==> config.mk <==
export PLATFORM = sky130hd
export DESIGN_NAME = counter_irq_ctrl
export DESIGN_NICKNAME = d
export VERILOG_FILES = /design/src/rtl/counter_irq_ctrl.sv
export SDC_FILE = /design/constraint.sdc
export NUM_CORES = 1
export LEC_CHECK = 0
export CAP_MARGIN = 25
export CORE_MARGIN = 4
export CORE_UTILIZATION = 50
export CTS_CLUSTER_DIAMETER = 50
export DETAILED_ROUTE_END_ITERATION = 6
export PLACE_DENSITY = 0.74
export SYNTH_ARGS = -nofsm -noshare
export SYNTH_HDL_FRONTEND = slang
export SYNTH_SLANG_ARGS = --single-unit
==> constraint.sdc <==
create_clock -name clk -period 3.53 [get_ports clk]
set_clock_uncertainty 0.2 [all_clocks]
set_input_delay 0.706 -clock clk [delete_from_list [all_inputs] [get_ports clk]]
set_output_delay 0.706 -clock clk [all_outputs]
set_load 0.02 [all_outputs]
==> src/rtl/counter_irq_ctrl.sv <==
// Timer-channel interrupt and auto-reload controller: synchronises three timer
// outputs, latches rising edges as pending interrupts and re-arms timers on request.
//
// state   | meaning
// --------+-----------------------------------------------------------
// ST_IDLE | no reload in flight; picks the highest-priority reload_req
// ST_WRITE| counter_we high for one cycle with latched channel/value
// ST_GAP  | one quiet cycle before the next reload may be chosen
module counter_irq_ctrl (
   input  logic        clk,
   input  logic        rst,
   input  logic        counter0_OUT,
   input  logic        counter1_OUT,
   input  logic        counter2_OUT,
   input  logic        reg_we,
   input  logic [2:0]  reg_addr,
   input  logic [31:0] reg_wdata,
   output logic [31:0] reg_rdata,
   output logic        irq,
   output logic        counter_we,
   output logic [1:0]  counter_ch,
   output logic [31:0] counter_val
);

   typedef enum logic [1:0] {
      ST_IDLE  = 2'd0,
      ST_WRITE = 2'd1,
      ST_GAP   = 2'd2
   } state_t;

   localparam logic [2:0] ADDR_STATUS = 3'd0;
   localparam logic [2:0] ADDR_MASK   = 3'd1;
   localparam logic [2:0] ADDR_AREN   = 3'd2;

   logic [2:0]  sync1_q, sync1_d;
   logic [2:0]  sync2_q, sync2_d;
   logic [2:0]  hist_q, hist_d;
   logic [2:0]  pending_q, pending_d;
   logic [2:0]  mask_q, mask_d;
   logic [2:0]  aren_q, aren_d;
   logic [2:0]  req_q, req_d;
   logic [31:0] reload_q [3];
   logic [31:0] reload_d [3];
   state_t      state_q, state_d;
   logic        cnt_we_q, cnt_we_d;
   logic [1:0]  cnt_ch_q, cnt_ch_d;
   logic [31:0] cnt_val_q, cnt_val_d;

   logic [2:0]  rise;
   logic [2:0]  w1c;
   logic [2:0]  grant;

   always_comb begin
      sync1_d = {counter2_OUT, counter1_OUT, counter0_OUT};
      sync2_d = sync1_q;
      hist_d  = sync2_q;
      rise    = sync2_q & ~hist_q;

      w1c = 3'b000;
      if (reg_we && reg_addr == ADDR_STATUS) begin
         w1c = reg_wdata[2:0];
      end
      // A same-cycle edge outranks the software clear so no event is lost.
      pending_d = (pending_q & ~w1c) | rise;

      mask_d = mask_q;
      if (reg_we && reg_addr == ADDR_MASK) begin
         mask_d = reg_wdata[2:0];
      end
      aren_d = aren_q;
      if (reg_we && reg_addr == ADDR_AREN) begin
         aren_d = reg_wdata[2:0];
      end
      for (int i = 0; i < 3; i++) begin
         reload_d[i] = reload_q[i];
         if (reg_we && reg_addr == 3'(i + 4)) begin
            reload_d[i] = reg_wdata;
         end
      end

      state_d   = state_q;
      cnt_we_d  = 1'b0;
      cnt_ch_d  = cnt_ch_q;
      cnt_val_d = cnt_val_q;
      grant     = 3'b000;
      case (state_q)
         ST_IDLE: begin
            if (|req_q) begin
               state_d  = ST_WRITE;
               cnt_we_d = 1'b1;
               if (req_q[0]) begin
                  grant     = 3'b001;
                  cnt_ch_d  = 2'd0;
                  cnt_val_d = reload_q[0];
               end else if (req_q[1]) begin
                  grant     = 3'b010;
                  cnt_ch_d  = 2'd1;
                  cnt_val_d = reload_q[1];
               end else begin
                  grant     = 3'b100;
                  cnt_ch_d  = 2'd2;
                  cnt_val_d = reload_q[2];
               end
            end
         end
         ST_WRITE: state_d = ST_GAP;
         ST_GAP:   state_d = ST_IDLE;
         default:  state_d = ST_IDLE;
      endcase

      // AREN is sampled only when the edge arrives; clearing it later keeps the request.
      req_d = (req_q & ~grant) | (rise & aren_q);
   end

   always_ff @(posedge clk or negedge rst) begin
      if (!rst) begin
         sync1_q   <= 3'b000;
         sync2_q   <= 3'b000;
         hist_q    <= 3'b000;
         pending_q <= 3'b000;
         mask_q    <= 3'b000;
         aren_q    <= 3'b000;
         req_q     <= 3'b000;
         for (int i = 0; i < 3; i++) begin
            reload_q[i] <= 32'd0;
         end
         state_q   <= ST_IDLE;
         cnt_we_q  <= 1'b0;
         cnt_ch_q  <= 2'd0;
         cnt_val_q <= 32'd0;
      end else begin
         sync1_q   <= sync1_d;
         sync2_q   <= sync2_d;
         hist_q    <= hist_d;
         pending_q <= pending_d;
         mask_q    <= mask_d;
         aren_q    <= aren_d;
         req_q     <= req_d;
         for (int i = 0; i < 3; i++) begin
            reload_q[i] <= reload_d[i];
         end
         state_q   <= state_d;
         cnt_we_q  <= cnt_we_d;
         cnt_ch_q  <= cnt_ch_d;
         cnt_val_q <= cnt_val_d;
      end
   end

   always_comb begin
      reg_rdata = 32'd0;
      case (reg_addr)
         3'd0:    reg_rdata = {29'd0, pending_q};
         3'd1:    reg_rdata = {29'd0, mask_q};
         3'd2:    reg_rdata = {29'd0, aren_q};
         3'd4:    reg_rdata = reload_q[0];
         3'd5:    reg_rdata = reload_q[1];
         3'd6:    reg_rdata = reload_q[2];
         default: reg_rdata = 32'd0;
      endcase
   end

   assign irq         = |(pending_q & mask_q);
   assign counter_we  = cnt_we_q;
   assign counter_ch  = cnt_ch_q;
   assign counter_val = cnt_val_q;

endmodule

Word level (Yosys, flattened, before mapping)
Index checks and enable logic that the tools add are counted.
{ "op_classes": {"n_eq_ne": 7, "n_mux": 14, "bitwise_logic": 10, "reduce_logical": 11} }
{ "ops": {"columns": ["op", "n"], "rows": [
  ["one-hot mux 32 bit (6 select lines)", 1],
  ["two-way mux 32 bit", 2],
  ["bitwise AND 3 bit", 5],
  ["two-way mux 3 bit", 5],
  ["equality test 3 bit, second input constant", 3],
  ["inverter 3 bit", 3],
  ["logical AND 1 bit", 6],
  ["two-way mux 2 bit", 3],
  ["bitwise OR 3 bit", 2],
  ["OR reduction 3 bit", 2],
  ["one-hot mux 2 bit (2 select lines)", 1],
  ["equality test 3 x 1 -> 1 bit, second input constant", 1],
  ["equality test 3 x 2 -> 1 bit, second input constant", 1],
  ["zero test 3 bit", 1],
  ["equality test 2 x 1 -> 1 bit, second input constant", 1],
  ["zero test 2 bit", 1],
  ["two-way mux 1 bit", 2],
  ["!= test 2 bit, second input constant", 1],
  ["AND reduction 2 bit", 1]
]} }
{ "word_totals": {"reg_bits": 154, "inputBits": 41, "output_inout_bits": 68, "elab_cells": 56} }

Depth between registers and ports, before layout
{ "logic_depth": {"depth_word": 7, "depth_mapped": 7} }

Least setup slack after synthesis
Ideal clock, no wire load.
{ "synth_timing": {"path_kind": "input -> output", "startpoint": "in reg_addr[0]", "endpoint": "out reg_rdata[0]", "arrival_ns": 1.914, "required_time_ns": 2.624, "slack_ns": 0.710, "path_stages": 6, "path_buffers": 3, "path_cell_list": "buf_2 nor2b_1 buf_2 clkbuf_1 a22oi_1 a21oi_1"} }
{ "synth_between": {"elab_chain_cells": 2, "elab_cells_between_ends": 7, "cone_classes": "eq/ne (5); mux (1); reduce/logical (1)"} }
{ "synth_rtl": {"columns": ["item", "line_no", "text"], "rows": [
  ["from (decl)", "16", "input logic [2:0] reg_addr,"],
  ["equality test 3 bit, or another cell as far along", "151", "case (reg_addr)"],
  ["one-hot mux 32 bit (6 select lines) *", "151", null],
  ["to (decl)", "18", "output logic [31:0] reg_rdata,"]
]} }
Every way passes the cells marked *; elsewhere a longest branch is shown, timed or not.

Worst setup path in the final report
{ "layout_timing": {"startpoint": "in reg_addr[1]", "endpoint": "out reg_rdata[12]"} }
Same word-level chain as after synthesis.

==> impl_metrics.csv <==
group,metric,value,unit
placement,dpl.hpwl,11100,um
setup_path,cp_num_buf_inv,3,
final_layout,diodes,0,
cts,cts.clk_slew.worst_paths,0.06,ns
routing,drc,0,
floorplan,chipWidth,129,um
cts,numCtsBuffers,17,
setup_path,reg2reg_from,"state_q[0]",
logic_synthesis,synth-async-reset-ratio,1.00,
logic_synthesis,synth_seq_cells,154,
setup_path,critPathMaxFanout,9,
floorplan,dieArea,0.0168,sq mm
sta,finalSetupTns,0,ns
setup_path,r2r_cells,4,
placement,numPortBuffers,108,
final_layout,layout-drive-gt1-share,0.272,
sta,fmaxAchievable,311,MHz
floorplan,core.rowCount,44,
routing,first_pass_iters,5,
setup_path,critPathLaunch,"reg_addr[1]",
logic_synthesis,synth_edf_count,0,
sta,hold_viol,0,
cts,cts_sinks,154,
cts,cts_setup_buffers,0,
logic_synthesis,ys.flop_type,"dfrtp_1",
placement,dp.cells,831,
sta,slew_headroom,0.349,
floorplan,ios,109,
final_layout,final_cells,861,
power_and_ir_drop,leakagePower,3.87,nW
logic_synthesis,synth.net_count,605,
cts,clockBufferDepth,2,
setup_path,r2r_setup_slack,1.02,ns
worst_hold_path,holdCritPathClass,"in2async",
cts,cts_max_level,4,
routing,vias,4974,
logic_synthesis,seq_area_frac_synth,0.522,
logic_synthesis,synthDistinctLibCells,38,
setup_path,endpoint_kind,"output pin",
setup_path,criticalPathCategory,"in2out",
logic_synthesis,avgSynthCellArea,13.1,sq um
cts,cts_tree,"done",
floorplan,core-area,0.0145,sq mm
setup_path,cp.required,2.62,ns
setup_path,worst_r2r_endpoint,"counter_val[5]",
setup_path,critical_path_arrival,2.31,ns
logic_synthesis,yosysWarnings,0,
logic_synthesis,synth.top_cell.area_share,0.522,
logic_synthesis,synth_commonest_cells,"dfrtp_1 (154), mux2_2 (110), mux2i_1 (57)",
logic_synthesis,yosys.area.top_type,"dfrtp_1",
sta,finalSetupViolations,0,
grt,grt_max_degree,68,
setup_path,worstSetupStartpointType,"input port",
placement,globalplace.congestion,0.850,
logic_synthesis,yosysMostFrequentCell,"dfrtp_1",
final_layout,layout.nets,707,
routing,wire_per_inst,20.6,um
setup_path,slowest_stage,"clkdlybuf4s50_1",
logic_synthesis,mappedNetlistArea,0.00738,sq mm
final_layout,nFillCells,1099,
sta,period_needed,3.22,ns
cts,holdBufCountCts,0,
routing,routed_wl,17700,um
outcome,status,"completed",
routing,avgViaCountPerCell,5.78,
routing,drt_iter0_markers,290,
run,maxCapViolCount,0,
floorplan,start_util,0.510,
setup_path,cp_top_family,"buffers and inverters",
routing,ant_nets,0,
grt,overflow,0,
cts,cts_resized,0,
power_and_ir_drop,power,6.80,mW
sta,maxSlewViolCount,0,
logic_synthesis,synth.area.top_cells,"dfrtp_1 (52%), mux2_2 (17%), mux2i_1 (7.7%), mux2_4 (3.9%), o2bb2ai_1 (3.4%)",
setup_path,cp-endpoint,"reg_rdata[12]",
power_and_ir_drop,vdd_ir_drop_max,0.000381,V
sta,holdWs,0.0245,ns
logic_synthesis,syn_inst,564,
grt,grt_pass1_wl,28400,um
setup_path,crit_cells,6,
power_and_ir_drop,cellPowerDensity,740,mW/mm^2
grt,antenna_found_initial,0,
sta,period_share,0.911,
placement,postPlaceCellArea,0.00864,sq mm
setup_path,worstPathCellList,"buf_2 -> nor2b_4 -> buf_4 -> o2bb2ai_1 -> and2_1 -> clkdlybuf4s50_1",
cts,cts-root-buf,"clkbuf_16",
final_layout,fin_area,0.00919,sq mm
cts,clock_latency,0.42,ns
sta,worst_pin_slew,0.976,ns
grt,track_usage,0.220,
setup_path,max_stage_delay,0.61,ns
final_layout,syn_to_final_growth,24.5,%
sta,rsz0062_at_grt,"no",
floorplan,die_y,129,um
grt,grt_pass1_vias,5288,
==> registers in the layout (all words and copies together), names as in the netlist, 3 cells and up <==
signal,count
sync1_q,3
req_q,3
hist_q,3
mask_q,3
reload_q,96
counter_val,32
pending_q,3
hist_d,3
aren_q,3
==> per-layer routing <==
layer  global-route usage  vias to the layer above  wire (um)
li1                     -                     2240          -
met1                0.295                     2563       7860
met2                0.358                      155       8760
met3               0.0536                       16        939
met4               0.0636                        0        189
met5                    0                        -          0
==> worst min-delay path by stage <==
stage	end	slack [ns]	start	depth (start not counted)
floorplan	hist_d[0]	0.13	sync1_q[0]	0
global placement	hist_d[1]	0.14	sync1_q[1]	0
detailed placement	hist_d[1]	0.14	sync1_q[1]	0
CTS	counter_val[26]	0.04	rst	1
global route	reload_q[56]	0.07	rst	1
finish	reload_q[56]	0.02	rst	1
==> cells in the final DEF, fill, tap and decap left out, types with 6 or more instances in the layout <==
master and count:
a211oi_1 6, a221o_1 6, and2_1 29, buf_4 11
clkbuf_1 6, clkbuf_16 17, clkdlybuf4s50_1 104, dfrtp_1 152
mux2_2 110, mux2_4 19, mux2i_1 57, nand2_1 38
nand3b_1 6, o21ai_0 28, o2bb2ai_1 29
==> cell families after synthesis <==
logic type             share of synthesized area
DFF                                        0.522
AOI/OAI and AO/OA                         0.0804
muxes                                      0.291
buffers and inverters                     0.0370
and+or+nand+nor                           0.0692
==> power by group <==
part / switching, mW / internal (mW)
logic: 1.18 / 1.31
registers: 0.342 / 2.26
clock network: 0.654 / 1.06
total: 2.18 / 4.62
==> metrics by stage <==
stage                      util  setup WS, ns
after floorplan               -         0.710
after global placement    0.597         0.329
after CTS                 0.635         0.304
after detailed placement  0.597         0.291
final                     0.635         0.314
after global routing      0.635         0.230
==> cell type report <==
type | instances | area (sq um) | share of cell area
well taps | 184 | 230 | 0.0251
clock buffers | 28 | 517 | 0.0562
multi-input cells | 363 | 3270 | 0.356
inverters | 6 | 27.5 | 0.00300
flip-flops and latches | 154 | 3860 | 0.420
clock inverters | 2 | 35.0 | 0.00381
repair buffers | 124 | 1250 | 0.136
Power figures use the tool's default switching activity.
